<file path="src/rtl/divider_pkg.sv">
// divider_pkg: operand widths, iteration count and FSM states shared by the restoring divider
package divider_pkg;
  localparam int DIVIDEND_W = 8;
  localparam int DIVISOR_W = 4;
  localparam int ITER_N = 8;
  localparam int CNT_W = $clog2(ITER_N);
  typedef enum logic [1:0] {IDLE, RUN, DONE} state_t;
endpackage

</file>
<file path="src/rtl/div_step.sv">
// div_step: one restoring iteration (r_in, bit_in, divisor -> r_out = shifted partial remainder less divisor when it fits, q_bit)
module div_step
  import divider_pkg::*;
(
  input  logic [DIVISOR_W-1:0] r_in,
  input  logic                 bit_in,
  input  logic [DIVISOR_W-1:0] divisor,
  output logic [DIVISOR_W-1:0] r_out,
  output logic                 q_bit
);
  logic [DIVISOR_W:0] sh;
  assign sh = {r_in, bit_in};
  assign q_bit = sh >= {1'b0, divisor};
  assign r_out = q_bit ? DIVISOR_W'(sh - {1'b0, divisor}) : sh[DIVISOR_W-1:0];
endmodule

</file>
<file path="src/rtl/restoring_divider.sv">
// restoring_divider: 8/4 restoring divider (clk, rst_n, start, dividend, divisor -> busy, done, quotient, remainder, div_by_zero); DIVIDER_ZERO_FAST_EN finishes divide-by-zero one cycle after accept
module restoring_divider
  import divider_pkg::*;
(
  input  logic                  clk,
  input  logic                  rst_n,
  input  logic                  start,
  input  logic [DIVIDEND_W-1:0] dividend,
  input  logic [DIVISOR_W-1:0]  divisor,
  output logic                  busy,
  output logic                  done,
  output logic [DIVIDEND_W-1:0] quotient,
  output logic [DIVISOR_W-1:0]  remainder,
  output logic                  div_by_zero
);
  state_t state, state_n;
  logic [CNT_W-1:0] cnt;
  logic [DIVIDEND_W-1:0] dq;
  logic [DIVISOR_W-1:0] dvs, r, r_next;
  logic q_bit, fast;
`ifdef DIVIDER_ZERO_FAST_EN
  assign fast = divisor == '0;
`else
  assign fast = 1'b0;
`endif
  div_step u_step (
    .r_in   (r),
    .bit_in (dq[DIVIDEND_W-1]),
    .divisor(dvs),
    .r_out  (r_next),
    .q_bit  (q_bit)
  );
  assign busy = state != IDLE;
  assign done = state == DONE;
  always_comb begin
    state_n = state == IDLE ? (start ? (fast ? DONE : RUN) : IDLE)
            : state == RUN  ? (cnt == '0 ? DONE : RUN)
            : IDLE;
  end
  always_ff @(posedge clk) begin
    if (!rst_n) state <= IDLE;
    else state <= state_n;
  end
  // dq shifts dividend bits out of the top while quotient bits enter at the bottom
  always_ff @(posedge clk) begin
    if (!rst_n) begin
      cnt <= '0;
      dq <= '0;
      dvs <= '0;
      r <= '0;
      quotient <= '0;
      remainder <= '0;
      div_by_zero <= 1'b0;
    end else if (state == IDLE && start) begin
      cnt <= CNT_W'(ITER_N - 1);
      dq <= dividend;
      dvs <= divisor;
      r <= '0;
      if (fast) begin
        quotient <= '1;
        remainder <= dividend[DIVISOR_W-1:0];
        div_by_zero <= 1'b1;
      end
    end else if (state == RUN) begin
      cnt <= cnt - CNT_W'(1);
      dq <= {dq[DIVIDEND_W-2:0], q_bit};
      r <= r_next;
      if (cnt == '0) begin
        quotient <= {dq[DIVIDEND_W-2:0], q_bit};
        remainder <= r_next;
        div_by_zero <= dvs == '0;
      end
    end
  end
endmodule

</file>
<file path="config.mk">
export PLATFORM = sky130hd
export DESIGN_NAME = restoring_divider
export DESIGN_NICKNAME = d
export VERILOG_FILES = /design/src/rtl/divider_pkg.sv /design/src/rtl/div_step.sv /design/src/rtl/restoring_divider.sv
export SDC_FILE = /design/constraint.sdc
export NUM_CORES = 1
export LEC_CHECK = 0
export ABC_AREA = 1
export CAP_MARGIN = 10
export CELL_PAD_IN_SITES_DETAIL_PLACEMENT = 2
export CELL_PAD_IN_SITES_GLOBAL_PLACEMENT = 2
export CORE_MARGIN = 1.5
export CORE_UTILIZATION = 28
export DETAILED_ROUTE_END_ITERATION = 8
export PLACE_DENSITY = 0.86
export SLEW_MARGIN = 10
export SYNTH_ARGS = -nofsm -noshare
export SYNTH_HDL_FRONTEND = slang
export SYNTH_SLANG_ARGS = --single-unit
</file>
<file path="constraint.sdc">
create_clock -name clk -period 1.85 [get_ports clk]
set_input_delay 0.185 -clock clk [delete_from_list [all_inputs] [get_ports clk]]
set_output_delay 0.185 -clock clk [all_outputs]
set_load 0.01 [all_outputs]
</file>
==> results by group, run 1 <==
Run status
  • Outcome: finished, final reports clean

Placement
  • Port Buffers: 29
  • Final Wtd Congestion: 0.7661
  • Placed cell area: 1961 um2
  • Post-DP HPWL: 3.573 mm

Layout
  • Layout cells sized above 1: 0.1036
  • Final nets: 272
  • P&R area growth vs syn: 32.52%
  • Antenna cells: 0
  • Final instance area: 2101 um2

GRT
  • Antenna violations before repair: 0
  • Met2 usage: 0.3270
  • Largest net degree at the start of global routing: 14
  • First-pass GRT wire length: 8.093 mm
  • Most used routing layer: met2
  • Met1 Use GR: 0.1941
  • Total congestion overflow: 0
  • Number of global-route vias before repair: 1,667
  • GR met3 Demand/Resource: 0.02674
  • GRT Util Overall: 0.1732

STA
  • Fin crit period: 1667 ps
  • Final Cycle Share: 0.9009
  • RSZ-0062 raised after global routing: no
  • Fin Setup TNS: 0 ps
  • Hold Fails Final Rpt: 0
  • Final setup viols: 0
  • Slew HR: 0.7378
  • Final Max Slew Viols: 0
  • Setup Skew: 4.778 ps
  • Max Fclk: 600.0 MHz
  • Worst slew pin tran: 392.0 ps

Critical path
  • Register-to-register path setup slack: 180 ps
  • Reg2reg path depth: 10
  • CP startpoint kind: flop
  • Worst Path Max Fanout: 6
  • Setup CP Type: reg -> reg
  • Critical Path AT: 1860 ps
  • Crit path capture type: flop
  • Worst endpoint required time: 2040 ps
  • Launching point of the worst reg2reg path: dvs[2]
  • R2r endpoint: remainder[0]

Floorplanning
  • Initial Utilization: 0.2897
  • Io pins: 30
  • Core ar.: 5473 um2
  • Die H: 78.25 um
  • Die width: 78.25 um
  • # rows: 27
  • DIE AREA: 6122 um2

CTS
  • Root Buffer: clkbuf_8
  • Hold_buf cts: 0
  • Worst skew pair latency: 290 ps
  • Post-CTS sizing: 0
  • H-tree Lvls: 2
  • CTS Buf Count: 5
  • Clock transition at path regs: 80 ps
  • CTS tree: built
  • Clock buffer depth: 2
  • Post-CTS Setup Bufs: 0
  • Num Clock Sinks: 34

Route
  • Antenna-violating nets left: 0
  • Via Count: 1,516
  • Average wire per standard cell: 14.85 um
  • Routed wire length: 4.796 mm
  • Drt first pass iters: 4
  • DR iter-0 viols: 49
  • Routed vias/inst: 4.693
  • DRC viols: 0

Hold path
  • Hold Path Class: reg -> reg
  • Hold Path Cell Cnt: 2
  • Hold Crit Start: quotient[6]
  • Worst Hold Path EP: quotient[6]

Logic synthesis
  • Mean Syn Cell Area: 7.339 um2
  • Yosys cell types: 26
  • Post-Syn Area: 1585 um2
  • Ys Warns: 0
  • Register area share after synthesis: 0.4294
  • Yosys reg bits: 34
  • Mapped Cells: 216
  • Syn nets: 238

Power
  • Leak: 0.9325 nW
  • Worst VDD drop: 429.1 uV
  • Final Total Pwr: 2.164 mW
  • Power density cells: 1030 nW/um2

Job
  • Max-Cap Viols: 0
## Yosys cell counts (all sizes together)
| cell type | n | share of area |
|---|---|---|
| a21oi | 16 | 0.051 |
| a31oi | 2 | 0.0079 |
| buf | 5 | 0.024 |
| clkbuf | 3 | 0.0079 |
| clkinv | 1 | 0.0024 |
| dfxtp | 34 | 0.43 |
| fa | 1 | 0.013 |
| ha | 6 | 0.047 |
| inv | 34 | 0.084 |
| nand2 | 43 | 0.11 |
| nand3 | 19 | 0.060 |
| nand3b | 1 | 0.0047 |
| nor2 | 21 | 0.054 |
| o211ai | 1 | 0.0047 |
| o21a | 2 | 0.010 |
| o21ai | 26 | 0.082 |
| xnor2 | 1 | 0.0055 |
## power by group
part | internal (mW) | leakage, nW | switching [mW]
combinational | 0.198 | 0.586 | 0.301
sequential | 0.790 | 0.278 | 0.0357
clock | 0.540 | 0.0683 | 0.300
total | 1.53 | 0.932 | 0.636
## through the flow
stage / worst slack (ps) / instances / util / hold slack (ps)
3_3_place_gp: 288.9 / 315 / 0.3583 / 465.0
2_1_floorplan: 430.4 / 216 / - / 349.4
4_1_cts: 112.4 / 323 / 0.3834 / 488.7
6_report: 183.3 / 323 / 0.3839 / 481.5
3_5_place_dp: 230.1 / 315 / 0.3583 / 473.2
5_1_grt: 36.10 / 323 / 0.3839 / 513.8
## layout by cell type, fill, tap and decap left out, types with 5 or more instances in the layout
master,instances
nand2_1,37
dfxtp_1,34
inv_1,30
clkdlybuf4s50_1,29
nor2_1,20
nand3_1,19
a21oi_1,16
o21ai_0,14
o21ai_1,12
ha_1,6
buf_4,6
nand2_2,5
clkbuf_8,5
## cell type report
type | count | area [um2]
flip-flops and latches | 34 | 680.7
well taps | 72 | 90.09
clock buffers | 5 | 68.82
fillers | 649 | 3372
multi-input cells | 139 | 720.7
repair buffers | 35 | 335.3
inverters | 35 | 136.4
clock inverters | 3 | 68.82
## worst max-delay path, stage by stage (launching register included)
cell     delay [ps]
dfxtp_1         320
inv_1            80
ha_1            390
a21oi_1         170
nand2_1          80
nand2_2         120
nand2_2          90
nand2_1          90
nand3_1          80
nand2_1          80
inv_1            50
## sequential cells by signal, summed over array words and instances (netlist names)
name and count:
cnt 3, div_by_zero 1, quotient 8, state 2, r 4, dq 8
remainder 4, dvs 4
## logic make-up (layout without fill, tap and decap cells)
family	count (synthesis)	in the layout	share of synthesized area
AOI/OAI and AO/OA	47	47	0.1555
and+or+nand+nor	84	84	0.2320
DFF	34	34	0.4294
adders and majority gates	7	7	0.05998
xor gates and xnor gates	1	1	0.005526
buffers and inverters	43	78	0.1176
## per-layer routing
layer  part of all wire  routed length [um]  up-vias
met5                  0                   0        -
met4              0.016                  78        0
met3              0.027                 131        7
met2               0.53                2551       26
met1               0.42                2035      732
li1                   -                   -      751
## worst max path at each step
stage | from | endpoint | slack [ps]
final | dvs[2] | remainder[0] | 180
after global routing | dvs[2] | r[2] | 40
after CTS | dvs[2] | remainder[0] | 110
after detailed placement | dvs[2] | r[2] | 230
after global placement | dvs[2] | r[2] | 290
after floorplan | dvs[2] | r[0] | 430
Power figures use the tool's default switching activity.
==> run 2, diff against run 1 <==
--- a/config.mk
+++ b/config.mk
@@ -5,14 +5,13 @@
 export SDC_FILE = /design/constraint.sdc
 export NUM_CORES = 1
 export LEC_CHECK = 0
-export ABC_AREA = 1
 export CAP_MARGIN = 10
 export CELL_PAD_IN_SITES_DETAIL_PLACEMENT = 2
 export CELL_PAD_IN_SITES_GLOBAL_PLACEMENT = 2
 export CORE_MARGIN = 1.5
-export CORE_UTILIZATION = 28
+export CORE_UTILIZATION = 30
 export DETAILED_ROUTE_END_ITERATION = 8
-export PLACE_DENSITY = 0.86
+export PLACE_DENSITY = 0.85
 export SLEW_MARGIN = 10
 export SYNTH_ARGS = -nofsm -noshare
 export SYNTH_HDL_FRONTEND = slang
==> results by group, run 2 <==
Critical path
  • Register-to-register path setup slack: 40 ps
  • Crit path capture type: flop
  • Worst Path Max Fanout: 10
  • R2r endpoint: r[2]
  • Worst endpoint required time: 2030 ps
  • Reg2reg path depth: 6
  • CP startpoint kind: flop
  • Critical Path AT: 1990 ps
  • Launching point of the worst reg2reg path: dvs[2]
  • Setup CP Type: reg -> reg

CTS
  • Root Buffer: clkbuf_8
  • Clock buffer depth: 2
  • CTS tree: built
  • Hold_buf cts: 0
  • Clock transition at path regs: 70 ps
  • H-tree Lvls: 2
  • Post-CTS Setup Bufs: 0
  • Worst skew pair latency: 290 ps
  • Num Clock Sinks: 34
  • CTS Buf Count: 5

Placement
  • Post-DP HPWL: 3.587 mm
  • DP Worst Slack: -102.8 ps
  • Final Wtd Congestion: 0.8322
  • Placed instance count: 290
  • Port Buffers: 29
  • Placed cell area: 2085 um2

Power
  • Flop pwr share: 0.410
  • Sw Share: 0.3289
  • Power density cells: 921.1 nW/um2
  • Internal power of the cells: 1.360 mW
  • Worst VDD drop: 495.9 uV
  • Final Total Pwr: 2.027 mW
  • Combinational Power Share: 0.306
  • Clock share of power: 0.284
  • Sw power: 0.6667 mW
  • Leak: 0.8175 nW

GRT
  • GRT Util Overall: 0.1770
  • Total congestion overflow: 0
  • Largest net degree at the start of global routing: 20
  • Number of global-route vias before repair: 1,633
  • Antenna violations before repair: 0
  • First-pass GRT wire length: 8.252 mm

Route
  • Via Count: 1,502
  • Average wire per standard cell: 17.26 um
  • Met2 wire length: 2.692 mm
  • DRC viols: 0
  • Routed vias/inst: 5.040
  • Routed wire length: 5.144 mm
  • DR iter-0 viols: 71
  • Drt first pass iters: 4
  • Top routing layer in use: met4
  • Metal-1 WL: 2.212 mm
  • Antenna-violating nets left: 0
  • Met3 wire length: 106 um

STA
  • Final setup viols: 0
  • Fin Setup TNS: 0 ps
  • Setup Skew: 6.129 ps
  • Worst slew pin tran: 407.8 ps
  • Fin crit period: 1814 ps
  • Min Hold Slack: 455.5 ps
  • Hold Fails Final Rpt: 0
  • Max Fclk: 551.3 MHz
  • Final Max Slew Viols: 0
  • Final worst setup slack: 36.02 ps
  • Final Cycle Share: 0.9805
  • Slew HR: 0.7278

Floorplanning
  • Die H: 77.51 um
  • Core ar.: 5238 um2
  • Die width: 77.51 um
  • DIE AREA: 6007 um2
  • # rows: 26
  • Initial Utilization: 0.3180
  • Io pins: 30

Logic synthesis
  • Most common cell in the netlist: dfxtp_1
  • Yosys cell types: 47
  • Syn nets: 209
  • Main synth FF type: dfxtp_1
  • Top cell type's share of synthesized area: 0.4087
  • Mean Syn Cell Area: 8.906 um2
  • Post-Syn Area: 1665 um2
  • Top cells by count, synth: 34 x dfxtp_1, 27 x nand2_1, 9 x inv_1
  • Post-synth EDFFs: 0
  • Ys Warns: 0
  • Synth area leader: dfxtp_1
  • Mapped Cells: 187
  • Synth top area cells: dfxtp_1 41%, nand2_1 6.1%, ha_1 4.5%
  • Yosys reg bits: 34
  • Asr flop ratio synth: 0
  • Register area share after synthesis: 0.4087

Layout
  • Biggest regs: dq x8, quotient x8
  • Most frequent cells in the layout: 34 x dfxtp_1, 29 x clkdlybuf4s50_1, 26 x nand2_1
  • Final nets: 249
  • Commonest non-fill, non-tap cell in the layout: dfxtp_1
  • Layout cells sized above 1: 0.1667
  • P&R area growth vs syn: 32.16%
  • Fill cells: 581
  • Final non-filler cell total: 298
  • Final instance area: 2201 um2
  • Antenna cells: 0
  • Util after Layout: 0.4202

Hold path
  • Hold Path Cell Cnt: 2
  • Hold Path Class: reg -> reg
  • Hold Crit Start: quotient[3]
  • Worst Hold Path EP: quotient[3]

Run status
  • Outcome: finished, final reports clean

Job
  • Max-Cap Viols: 0
[run 2: cell types whose count changed in the layout (fill, tap and decap cells not counted), moves of 11 or more]
cell and change:
nand2_1 -11, a21oi_1 -11, nand3_1 -14, o21ai_1 -12
inv_1 -21, buf_4 +11, nor2_1 -14
[run 2: worst max-delay path by stage]
stage | start | endpoint | slack (ps) | cells past startpoint
detailed placement | dvs[1] | r[2] | -100 | 6
finish | dvs[2] | r[2] | 40 | 6
CTS | dvs[1] | r[2] | 70 | 6
floorplan | dvs[1] | r[2] | 160 | 7
global placement | dvs[2] | r[2] | 20 | 6
global route | dvs[2] | r[2] | -20 | 6
[run 2: kinds of logic (layout without fill, tap and decap cells)]
| kind of cell | after synthesis | after routing | synth area share |
|---|---|---|---|
| XOR/XNOR | 2 | 2 | 0.01052 |
| AND/OR/NAND/NOR | 68 | 68 | 0.2149 |
| multiplexers | 1 | 1 | 0.006011 |
| AO/OA/AOI/OAI | 53 | 53 | 0.2307 |
| adder cells (fa/ha/maj) | 7 | 7 | 0.05710 |
| buffers and inverters | 22 | 63 | 0.07212 |
| flip-flops | 34 | 34 | 0.4087 |
[run 2: critical path: stages, from the launching register on]
cell and delay [ps]:
dfxtp_1 340, inv_1 80, ha_1 350, nand4_1 170
nand2_4 120, or3_1 400, a32o_1 240
[run 2: timing repair]
action	4_1_cts	5_1_grt
pin swaps	0	1
setup endpoints to repair	8	3
gates resized for setup	2	4
[run 2: power by group through the flow]
stage,Sequential (mW),Clock [mW],Combinational (mW)
6_report,0.832,0.575,0.620
5_1_grt,0.838,0.635,0.675
4_1_cts,0.832,0.595,0.595
3_5_place_dp,0.846,0,0.571
3_3_place_gp,0.842,0,0.533
2_1_floorplan,0.841,0,0.368
[run 2: layer usage]
metal / vias to the layer above / global-route usage
met5: - / 0
met4: 0 / 0.07818
met3: 11 / 0.02941
met2: 25 / 0.3105
met1: 738 / 0.2108
li1: 728 / -
[run 2: cell type report]
| cell class | count | area (um2) | area share |
|---|---|---|---|
| Clock buffer | 7 | 86.33 | 0.03923 |
| Clock inverter | 1 | 5.005 | 0.002274 |
| Inverter | 9 | 33.78 | 0.01535 |
| Multi-Input combinational cell | 131 | 889.6 | 0.4042 |
| Sequential cell | 34 | 680.7 | 0.3093 |
| Tap cell | 70 | 87.58 | 0.03980 |
| Timing Repair Buffer | 46 | 417.9 | 0.1899 |
==> run 3, diff against run 2 <==
--- a/config.mk
+++ b/config.mk
@@ -11,8 +11,11 @@
 export CORE_MARGIN = 1.5
 export CORE_UTILIZATION = 30
 export DETAILED_ROUTE_END_ITERATION = 8
-export PLACE_DENSITY = 0.85
+export DONT_BUFFER_PORTS = 1
+export PLACE_DENSITY = 0.74
+export RECOVER_POWER = 100
 export SLEW_MARGIN = 10
 export SYNTH_ARGS = -nofsm -noshare
 export SYNTH_HDL_FRONTEND = slang
 export SYNTH_SLANG_ARGS = --single-unit
+export TNS_END_PERCENT = 5
==> results by group, run 3 (synthesis results as in run 2) <==
Hold path
  • Hold Path Class: in -> reg

Power
  • Worst VDD drop: 404.1 uV
  • Flop pwr share: 0.425
  • Combinational Power Share: 0.247
  • Final Total Pwr: 1.970 mW
  • Sw Share: 0.3069
  • Internal power of the cells: 1.365 mW
  • Leak: 0.6721 nW
  • Power density cells: 1059 nW/um2
  • Sw power: 0.6045 mW
  • Clock share of power: 0.328

CTS
  • CTS tree: built
  • Clock buffer depth: 2
  • Hold_buf cts: 0
  • CTS Buf Count: 5
  • Worst skew pair latency: 280 ps
  • Root Buffer: clkbuf_8
  • H-tree Lvls: 2
  • Clock transition at path regs: 70 ps
  • Num Clock Sinks: 34

Floorplanning
  • Io pins: 30
  • Die width: 77.51 um
  • DIE AREA: 6007 um2
  • # rows: 26
  • Initial Utilization: 0.3180
  • Core ar.: 5238 um2
  • Die H: 77.51 um

Critical path
  • Family with the most delay on the worst path: simple AND/OR/NAND/NOR gates
  • Critical path, cell by cell: inv_1, ha_1, nand4_1, nand2_2, or3_1, a32o_1
  • Crit-path max cell delay: 370 ps
  • Worst Path Max Fanout: 10
  • Slowest cell on the critical path: or3_1
  • Crit path capture type: flop
  • Worst endpoint required time: 2030 ps
  • Critical Path AT: 1920 ps
  • Setup CP Type: reg -> reg
  • Critical path buffers and inverters: 1
  • CP startpoint kind: flop

Route
  • Average wire per standard cell: 17.14 um
  • Metal-1 WL: 1.943 mm
  • DR iter-0 viols: 37
  • DRC viols: 0
  • Antenna-violating nets left: 0
  • Met3 wire length: 157 um
  • Routed wire length: 4.508 mm
  • Met2 wire length: 2.375 mm
  • Via Count: 1,355
  • Drt first pass iters: 4
  • Routed vias/inst: 5.152
  • Top routing layer in use: met4

Layout
  • Layout cells sized above 1: 0.1503
  • Reg area: 680.7 um2
  • Final nets: 214
  • Most frequent cells in the layout: 34 x dfxtp_1, 26 x nand2_1, 16 x a21boi_0
  • Util after Layout: 0.3552
  • Biggest regs: dq x8, quotient x8
  • Commonest non-fill, non-tap cell in the layout: dfxtp_1
  • P&R area growth vs syn: 11.72%
  • Multi-input gate area: 872.1 um2
  • Antenna cells: 0
  • Fill cells: 585

GRT
  • First-pass GRT wire length: 7.638 mm
  • Number of global-route vias before repair: 1,529
  • Largest net degree at the start of global routing: 39
  • Total congestion overflow: 0
  • Antenna violations before repair: 0
  • GRT Util Overall: 0.1621

STA
  • Final setup viols: 0
  • Max Fclk: 576.4 MHz
  • RSZ-0062 raised after global routing: no
  • Slew HR: 0.7019
  • Hold Fails Final Rpt: 0
  • Worst slew pin tran: 446.2 ps
  • Final Max Slew Viols: 0
  • Fin crit period: 1735 ps
  • Final Cycle Share: 0.9379
  • Setup Skew: 3.338 ps

Job
  • Max-Cap Viols: 0

Placement
  • Final Wtd Congestion: 0.7835
  • Port Buffers: 0
  • Post-DP HPWL: 3.240 mm

Run status
  • Outcome: finished, final reports clean
## run 3: cell count changes in the layout (fill, tap and decap cells not counted), sizes merged
cell and delta:
clkdlybuf4s50 -29, buf -8, clkbuf +3, clkinv -1
## run 3: cell type report
class | instances | area share
multi-input cells | 131 | 0.4687
flip-flops and latches | 34 | 0.3658
well taps | 70 | 0.04707
repair buffers | 11 | 0.04102
inverters | 9 | 0.01816
clock buffers | 8 | 0.05918
## run 3: repair_timing
| item | CTS | global route |
|---|---|---|
| buffers inserted | 0 | 3 |
| gates resized for setup | 1 | 4 |
| endpoints found under the setup margin | 9 | 7 |
| endpoints found under the hold margin | 0 | 0 |
## run 3: final timing paths
kind | start | end | slack, ps | cells past startpoint
worst max-delay path | dvs[3] | r[0] | 110 | 6
worst min-delay path | rst_n | cnt[0] | 20 | 1
worst max register to register | dvs[3] | r[0] | 110 | 6
worst min register to register | dq[3] | quotient[4] | 490 | 2
## run 3: per-stage QoR
| step | setup TNS (ps) | cell area [um2] | instances | setup WS (ps) | hold slack [ps] |
|---|---|---|---|---|---|
| final | 0 | 1861 | 263 | 115.0 | 24.55 |
| after global routing | 0 | 1861 | 263 | 8.565 | 12.18 |
| after CTS | 0 | 1841 | 260 | 57.63 | 13.17 |
| after detailed placement | -876.9 | 1727 | 252 | -175.9 | 313.8 |
| after global placement | 0 | 1727 | 252 | 2.611 | 311.5 |
| after floorplan | 0 | 1665 | 187 | 165.0 | 345.4 |
## run 3: routing by layer
layer  global-route usage  vias to the layer above
li1                     -                      656
met5                    0                        -
met3              0.05059                        5
met2               0.2781                       20
met4              0.03818                        0
met1               0.1973                      674
## run 3: power groups by stage
stage	registers (mW)	logic (mW)	clock network [mW]
4_1_cts	0.838	0.469	0.668
3_3_place_gp	0.849	0.428	0
5_1_grt	0.844	0.551	0.709
2_1_floorplan	0.841	0.368	0
3_5_place_dp	0.855	0.461	0
6_report	0.837	0.487	0.646
